### config.mk
export PLATFORM = sky130hd
export DESIGN_NAME = instruction_fetch_sequencer
export DESIGN_NICKNAME = d
export VERILOG_FILES = /design/src/rtl/instruction_fetch_sequencer.sv
export SDC_FILE = /design/constraint.sdc
export NUM_CORES = 1
export LEC_CHECK = 0
export BUFFER_PORTS_ARGS = -buffer_cell sky130_fd_sc_hd__buf_2
export CAP_MARGIN = 0
export CORE_UTILIZATION = 50
export CTS_BUF_LIST = sky130_fd_sc_hd__clkbuf_8
export CTS_CLUSTER_DIAMETER = 200
export DETAILED_ROUTE_END_ITERATION = 8
export GPL_TIMING_DRIVEN = 1
export PLACE_DENSITY = 0.78
export SKIP_LAST_GASP = 1
export SYNTH_ARGS = -nofsm -noshare
export SYNTH_HDL_FRONTEND = slang
export SYNTH_SLANG_ARGS = --single-unit
### constraint.sdc
create_clock -name Clock -period 1.9 [get_ports Clock]
set_clock_uncertainty 0.1 [all_clocks]
set_input_delay 0.095 -clock Clock [delete_from_list [all_inputs] [get_ports Clock]]
set_output_delay 0.095 -clock Clock [all_outputs]
set_load 0.03 [all_outputs]
### src/rtl/instruction_fetch_sequencer.sv
// instruction_fetch_sequencer
//   Writer side of the byte-wide instruction-register load interface. A fetch
//   request reads two consecutive bytes from an 8-bit memory (low byte first).
//   Each byte is presented to the IR with a one-cycle write strobe and a
//   half-select. The block then pulses Done and reports the next sequential PC.
//
//   Optional feature (macro FETCH_TIMEOUT_EN): each memory read is abandoned
//   after TIMEOUT cycles without MemValid. In that case Error pulses for one
//   cycle and the sequencer returns to IDLE. Without the macro the Error port
//   and the wait counter do not exist, and the sequencer waits indefinitely.
//
// Ports
//   Clock    in   rising-edge clock
//   Reset    in   synchronous, active-high reset
//   Start    in   fetch request, sampled only in IDLE
//   PCIn     in   [ADDR_W] address of the low instruction byte
//   MemAddr  out  [ADDR_W] memory read address
//   MemRead  out  memory read request, held until MemValid
//   MemData  in   [DATA_W] memory read data
//   MemValid in   read data valid, honoured only while MemRead=1
//   IRData   out  [DATA_W] byte driven to the IR input bus
//   IRWrite  out  one-cycle IR write strobe
//   IRLH     out  IR half-select (0 = low byte, 1 = high byte)
//   Busy     out  high in every non-IDLE state
//   Done     out  one-cycle completion pulse
//   NextPC   out  [ADDR_W] PCIn + 2 (mod 2^ADDR_W), updated with Done
//   Error    out  timeout pulse (FETCH_TIMEOUT_EN only)
module instruction_fetch_sequencer #(
  parameter int ADDR_W  = 16,
  parameter int DATA_W  = 8,
  parameter int TIMEOUT = 15
) (
  input  logic              Clock,
  input  logic              Reset,
  input  logic              Start,
  input  logic [ADDR_W-1:0] PCIn,
  output logic [ADDR_W-1:0] MemAddr,
  output logic              MemRead,
  input  logic [DATA_W-1:0] MemData,
  input  logic              MemValid,
  output logic [DATA_W-1:0] IRData,
  output logic              IRWrite,
  output logic              IRLH,
  output logic              Busy,
  output logic              Done,
  output logic [ADDR_W-1:0] NextPC
`ifdef FETCH_TIMEOUT_EN
  ,
  output logic              Error
`endif
);

  if (DATA_W != 8) begin : g_bad_data_w
    $error("instruction_fetch_sequencer: DATA_W must be 8");
  end
  if (TIMEOUT < 1) begin : g_bad_timeout
    $error("instruction_fetch_sequencer: TIMEOUT must be at least 1");
  end

  // The state register moves in lockstep with the registered outputs, so the
  // state value always names the phase the outputs currently show.
  // WR_HI spans two cycles: the high-byte strobe cycle and one quiet cycle.
  typedef enum logic [2:0] {
    IDLE  = 3'd0,
    RD_LO = 3'd1,
    RD_HI = 3'd2,
    WR_HI = 3'd3,
    DONE  = 3'd4
  } state_t;

  state_t            state, state_nxt;
  logic [ADDR_W-1:0] base, base_nxt;
  logic [ADDR_W-1:0] mem_addr_nxt;
  logic [ADDR_W-1:0] next_pc_nxt;
  logic [DATA_W-1:0] ir_data_nxt;
  logic              mem_read_nxt;
  logic              ir_write_nxt;
  logic              irlh_nxt;
  logic              busy_nxt;
  logic              done_nxt;

`ifdef FETCH_TIMEOUT_EN
  localparam int CNT_W = (TIMEOUT > 1) ? $clog2(TIMEOUT) : 1;
  logic [CNT_W-1:0]  wait_cnt, wait_cnt_nxt;
  logic              error_nxt;
  logic              wait_expired;

  // True in the last permitted wait cycle of a read.
  assign wait_expired = (wait_cnt == CNT_W'(TIMEOUT - 1));
`endif

  always_ff @(posedge Clock) begin
    if (Reset) begin
      state <= IDLE;
    end else begin
      state <= state_nxt;
    end
  end

  always_comb begin
    state_nxt    = state;
    base_nxt     = base;
    mem_addr_nxt = MemAddr;
    mem_read_nxt = MemRead;
    ir_data_nxt  = IRData;
    irlh_nxt     = IRLH;
    next_pc_nxt  = NextPC;
    ir_write_nxt = 1'b0;
    done_nxt     = 1'b0;
`ifdef FETCH_TIMEOUT_EN
    wait_cnt_nxt = wait_cnt;
    error_nxt    = 1'b0;
`endif

    case (state)
      IDLE: begin
        if (Start) begin
          state_nxt    = RD_LO;
          base_nxt     = PCIn;
          mem_addr_nxt = PCIn;
          mem_read_nxt = 1'b1;
`ifdef FETCH_TIMEOUT_EN
          wait_cnt_nxt = '0;
`endif
        end
      end

      RD_LO: begin
        if (MemValid) begin
          state_nxt    = RD_HI;
          ir_data_nxt  = MemData;
          ir_write_nxt = 1'b1;
          irlh_nxt     = 1'b0;
          mem_addr_nxt = base + ADDR_W'(1);
`ifdef FETCH_TIMEOUT_EN
          wait_cnt_nxt = '0;
        end else if (wait_expired) begin
          state_nxt    = IDLE;
          mem_read_nxt = 1'b0;
          error_nxt    = 1'b1;
        end else begin
          wait_cnt_nxt = wait_cnt + CNT_W'(1);
`endif
        end
      end

      RD_HI: begin
        if (MemValid) begin
          state_nxt    = WR_HI;
          ir_data_nxt  = MemData;
          ir_write_nxt = 1'b1;
          irlh_nxt     = 1'b1;
          mem_read_nxt = 1'b0;
`ifdef FETCH_TIMEOUT_EN
        end else if (wait_expired) begin
          state_nxt    = IDLE;
          mem_read_nxt = 1'b0;
          error_nxt    = 1'b1;
        end else begin
          wait_cnt_nxt = wait_cnt + CNT_W'(1);
`endif
        end
      end

      WR_HI: begin
        // First WR_HI cycle carries the high strobe; leave after the quiet one.
        if (!IRWrite) begin
          state_nxt   = DONE;
          done_nxt    = 1'b1;
          next_pc_nxt = base + ADDR_W'(2);
        end
      end

      DONE: begin
        state_nxt = IDLE;
      end

      default: begin
        state_nxt = IDLE;
      end
    endcase

    busy_nxt = (state_nxt != IDLE);
  end

  always_ff @(posedge Clock) begin
    if (Reset) begin
      base     <= '0;
      MemAddr  <= '0;
      MemRead  <= 1'b0;
      IRData   <= '0;
      IRWrite  <= 1'b0;
      IRLH     <= 1'b0;
      Busy     <= 1'b0;
      Done     <= 1'b0;
      NextPC   <= '0;
`ifdef FETCH_TIMEOUT_EN
      wait_cnt <= '0;
      Error    <= 1'b0;
`endif
    end else begin
      base     <= base_nxt;
      MemAddr  <= mem_addr_nxt;
      MemRead  <= mem_read_nxt;
      IRData   <= ir_data_nxt;
      IRWrite  <= ir_write_nxt;
      IRLH     <= irlh_nxt;
      Busy     <= busy_nxt;
      Done     <= done_nxt;
      NextPC   <= next_pc_nxt;
`ifdef FETCH_TIMEOUT_EN
      wait_cnt <= wait_cnt_nxt;
      Error    <= error_nxt;
`endif
    end
  end

endmodule

==> flow_summary_export.csv <==
group,metric,value,unit
drt,totalWireLength,7920,microns
sta,slew_headroom,74.0,%
pwr,p_sw_share,31.5,%
logic_synthesis,synth.top_cells.by_count,"dfxtp_1, nand2_1, nor2_1, a21oi_1, buf_2",
pwr,p_int,2.39,mW
critical_path,critPathArrivalTime,1.93,ns
sta,worst_pin_slew,0.380,ns
critical_path,critPathMaxStageDelay,0.60,ns
global_route,grt-ovfl-total,0,
floorplanning,die_h,80.2,microns
drt,antenna_left,0,
cts,cts_made_buffers,9,
floorplanning,ioPinCount,73,
logic_synthesis,syn-cell-area,0.00306,sq mm
cells_and_area,syn2layout_area_growth,32.6,%
place,post-place-ws,0.0965,ns
global_route,grt_max_degree,33,
critical_path,worstPathMaxFanout,10,
sta,rsz0062_at_grt,"no",
logic_synthesis,synth_cells,358,
sta,clock.fmax,558,MHz
pwr,pwr-share-comb,21.5,%
drt,wl_per_cell,14.6,microns
cts,ctsLongestPathBuffers,2,
cts,cts_setup_buffers,0,
pwr,power_frac_clock,34.6,%
drt,drt_pass1_iterations,4,
sta,drv_slew,0,
sta,min_period,1.79,ns
status,status,"complete, no violations",
critical_path,start_kind,"register",
critical_path,crit_slowest_cell,"or3b_2",
pwr,peakVddDrop,0.519,mV
place,port_buffers,72,
critical_path,path_class,"reg2reg",
global_route,grt_pass1_vias,2762,
cells_and_area,fin_cells,543,
logic_synthesis,synth_ff_type,"dfxtp_1",
cts,tritoncts,"built",
critical_path,cp.required,2.03,ns
sta,final_hold_viol_count,0,
logic_synthesis,synth.avg_cell_area,8.55,sq um
global_route,grt_usage,26.6,%
global_route,grt_pass1_wl,12900,microns
sta,finalCritPeriodShare,94.4,%
hold_path,hold_class,"in2reg",
floorplanning,initial_core_util,51.7,%
cts,cts.sinks,64,
pwr,switching_power,1.10,mW
sta,fin_tns_setup,0,ns
pwr,power.total,3.48,mW
floorplanning,row_count,28,
logic_synthesis,synth_fp_nets,388,
logic_synthesis,synth_enable_flop_cells,0,
pwr,seqPwrFrac,43.9,%
cts,cts_root_buf,"clkbuf_8",
logic_synthesis,synth.most_common_cell,"dfxtp_1",
cells_and_area,drive_gt1_share,28.8,%
pwr,powerDensity,858,mW/mm^2
logic_synthesis,ys_seq_area_share,41.9,%
place,dp_hpwl,5670,microns
floorplanning,core,0.00592,sq mm
cts,worstSkewPairLatency,0.35,ns
logic_synthesis,synth_area_leaders,"dfxtp_1, nand2_1, a21oi_1",
logic_synthesis,yosysWarnings,0,
drt,drt_iter0_drc,192,
logic_synthesis,synth_seq_cells,64,
drt,vias,2946,
critical_path,end_kind,"register",
floorplanning,dieArea,0.00644,sq mm
logic_synthesis,yosys.area.top_type_share,41.9,%
drt,drc,0,
cts,clkTransAtPathRegs,0.07,ns
cells_and_area,num_antenna_cells,0,
pwr,power_leakage,1.64,nW
place,dp.cells,503,
logic_synthesis,ys_types,55,
sta,setup_violations,0,
cells_and_area,nNetsFinal,493,
logic_synthesis,async_reset_ff_share,0,%
drt,vias_per_cell,5.43,
run,drv_cap,0,
logic_synthesis,synth_top_cell_by_area,"dfxtp_1",
cts,cts_max_level,3,
sta,layout_setup_ws,0.107,ns
place,gp_congestion,0.858,
global_route,antenna_found_initial,0,
critical_path,path_cells,"or3b_2 > o311ai_0 > o21ai_0",
floorplanning,dieWidth,80.2,microns
critical path: cells and delay by family (launching register included):
kind | cells | cell delay [ns]
simple gates | 1 | 0.60
flops | 1 | 0.51
compound gates | 2 | 0.45
logic make-up (layout without fill, tap and decap cells):
group	after synthesis	after routing	share of synthesized area [%]
compound gates	81	81	17.9
xor+xnor	22	22	6.30
fa+ha+maj	2	2	0.818
buf+inv	33	143	4.99
flops	64	64	41.9
mux	11	11	3.60
simple gates	145	145	24.5
state kept, by name (all words and copies together), names as in the netlist:
register  cells
Done          1
Busy          1
IRWrite       1
NextPC       16
state         3
MemRead       1
IRLH          1
base         16
IRData        8
MemAddr      16
final timing paths:
kind         startpoint         end  slack [ns]  cells after the start
max            state[0]  MemAddr[9]        0.11                      3
min               Reset     base[8]        0.02                      2
max reg2reg    state[0]  MemAddr[9]        0.11                      3
min reg2reg  MemAddr[3]  MemAddr[3]        0.36                      2
through the flow:
stage / cell area (sq um) / hold slack [ns] / util [%]
2_1_floorplan: 3060 / 0.131 / -
4_1_cts: 4060 / 0.00709 / 68.5
3_3_place_gp: 3610 / 0.233 / 60.9
3_5_place_dp: 3610 / 0.242 / 60.9
5_1_grt: 4060 / 0.0361 / 68.5
6_report: 4060 / 0.0159 / 68.5
final cells by class:
| type | count | area (sq um) |
|---|---|---|
| Clock buffer | 10 | 138 |
| Timing Repair Buffer | 125 | 831 |
| Clock inverter | 6 | 68.8 |
| Inverter | 2 | 7.51 |
| Sequential cell | 64 | 1280 |
| Fill cell | 500 | 1860 |
| Tap cell | 75 | 93.8 |
| Multi-Input combinational cell | 261 | 1640 |
power by group through the flow:
stage | registers (mW) | logic (mW) | clock network (mW)
after global placement | 1.55 | 0.695 | 0
after floorplan | 1.66 | 0.358 | 0
after detailed placement | 1.55 | 0.706 | 0
after CTS | 1.52 | 0.746 | 1.22
after global routing | 1.54 | 0.815 | 1.28
final | 1.53 | 0.749 | 1.21
cell usage in the layout (no fill, tap or decap), drive strengths merged, types with 10 or more instances in the layout:
master and instances:
xnor2 12, clkbuf 10, a21oi 34, xor2 10, buf 101, mux2i 11, nand3 10, dlygate4sd3 24
a211oi 15, nand2 51, nor2 38, dfxtp 64
metal layers:
layer / up-vias / wire, microns / GRT usage (%) / part of all wire [%]
met5: - / 0 / 0 / 0
met4: 0 / 140 / 11.8 / 1.8
met3: 13 / 377 / 5.00 / 4.8
met2: 79 / 3840 / 44.6 / 48
met1: 1375 / 3570 / 33.0 / 45
li1: 1479 / - / - / -
what timing repair did:
action | 4_1_cts | 5_1_grt
hold buffers | 24 | 0
endpoints found under the setup margin | 0 | 5
hold endpoints to repair | 36 | 0
gates resized for setup | 0 | 2
Power figures use the tool's default switching activity.
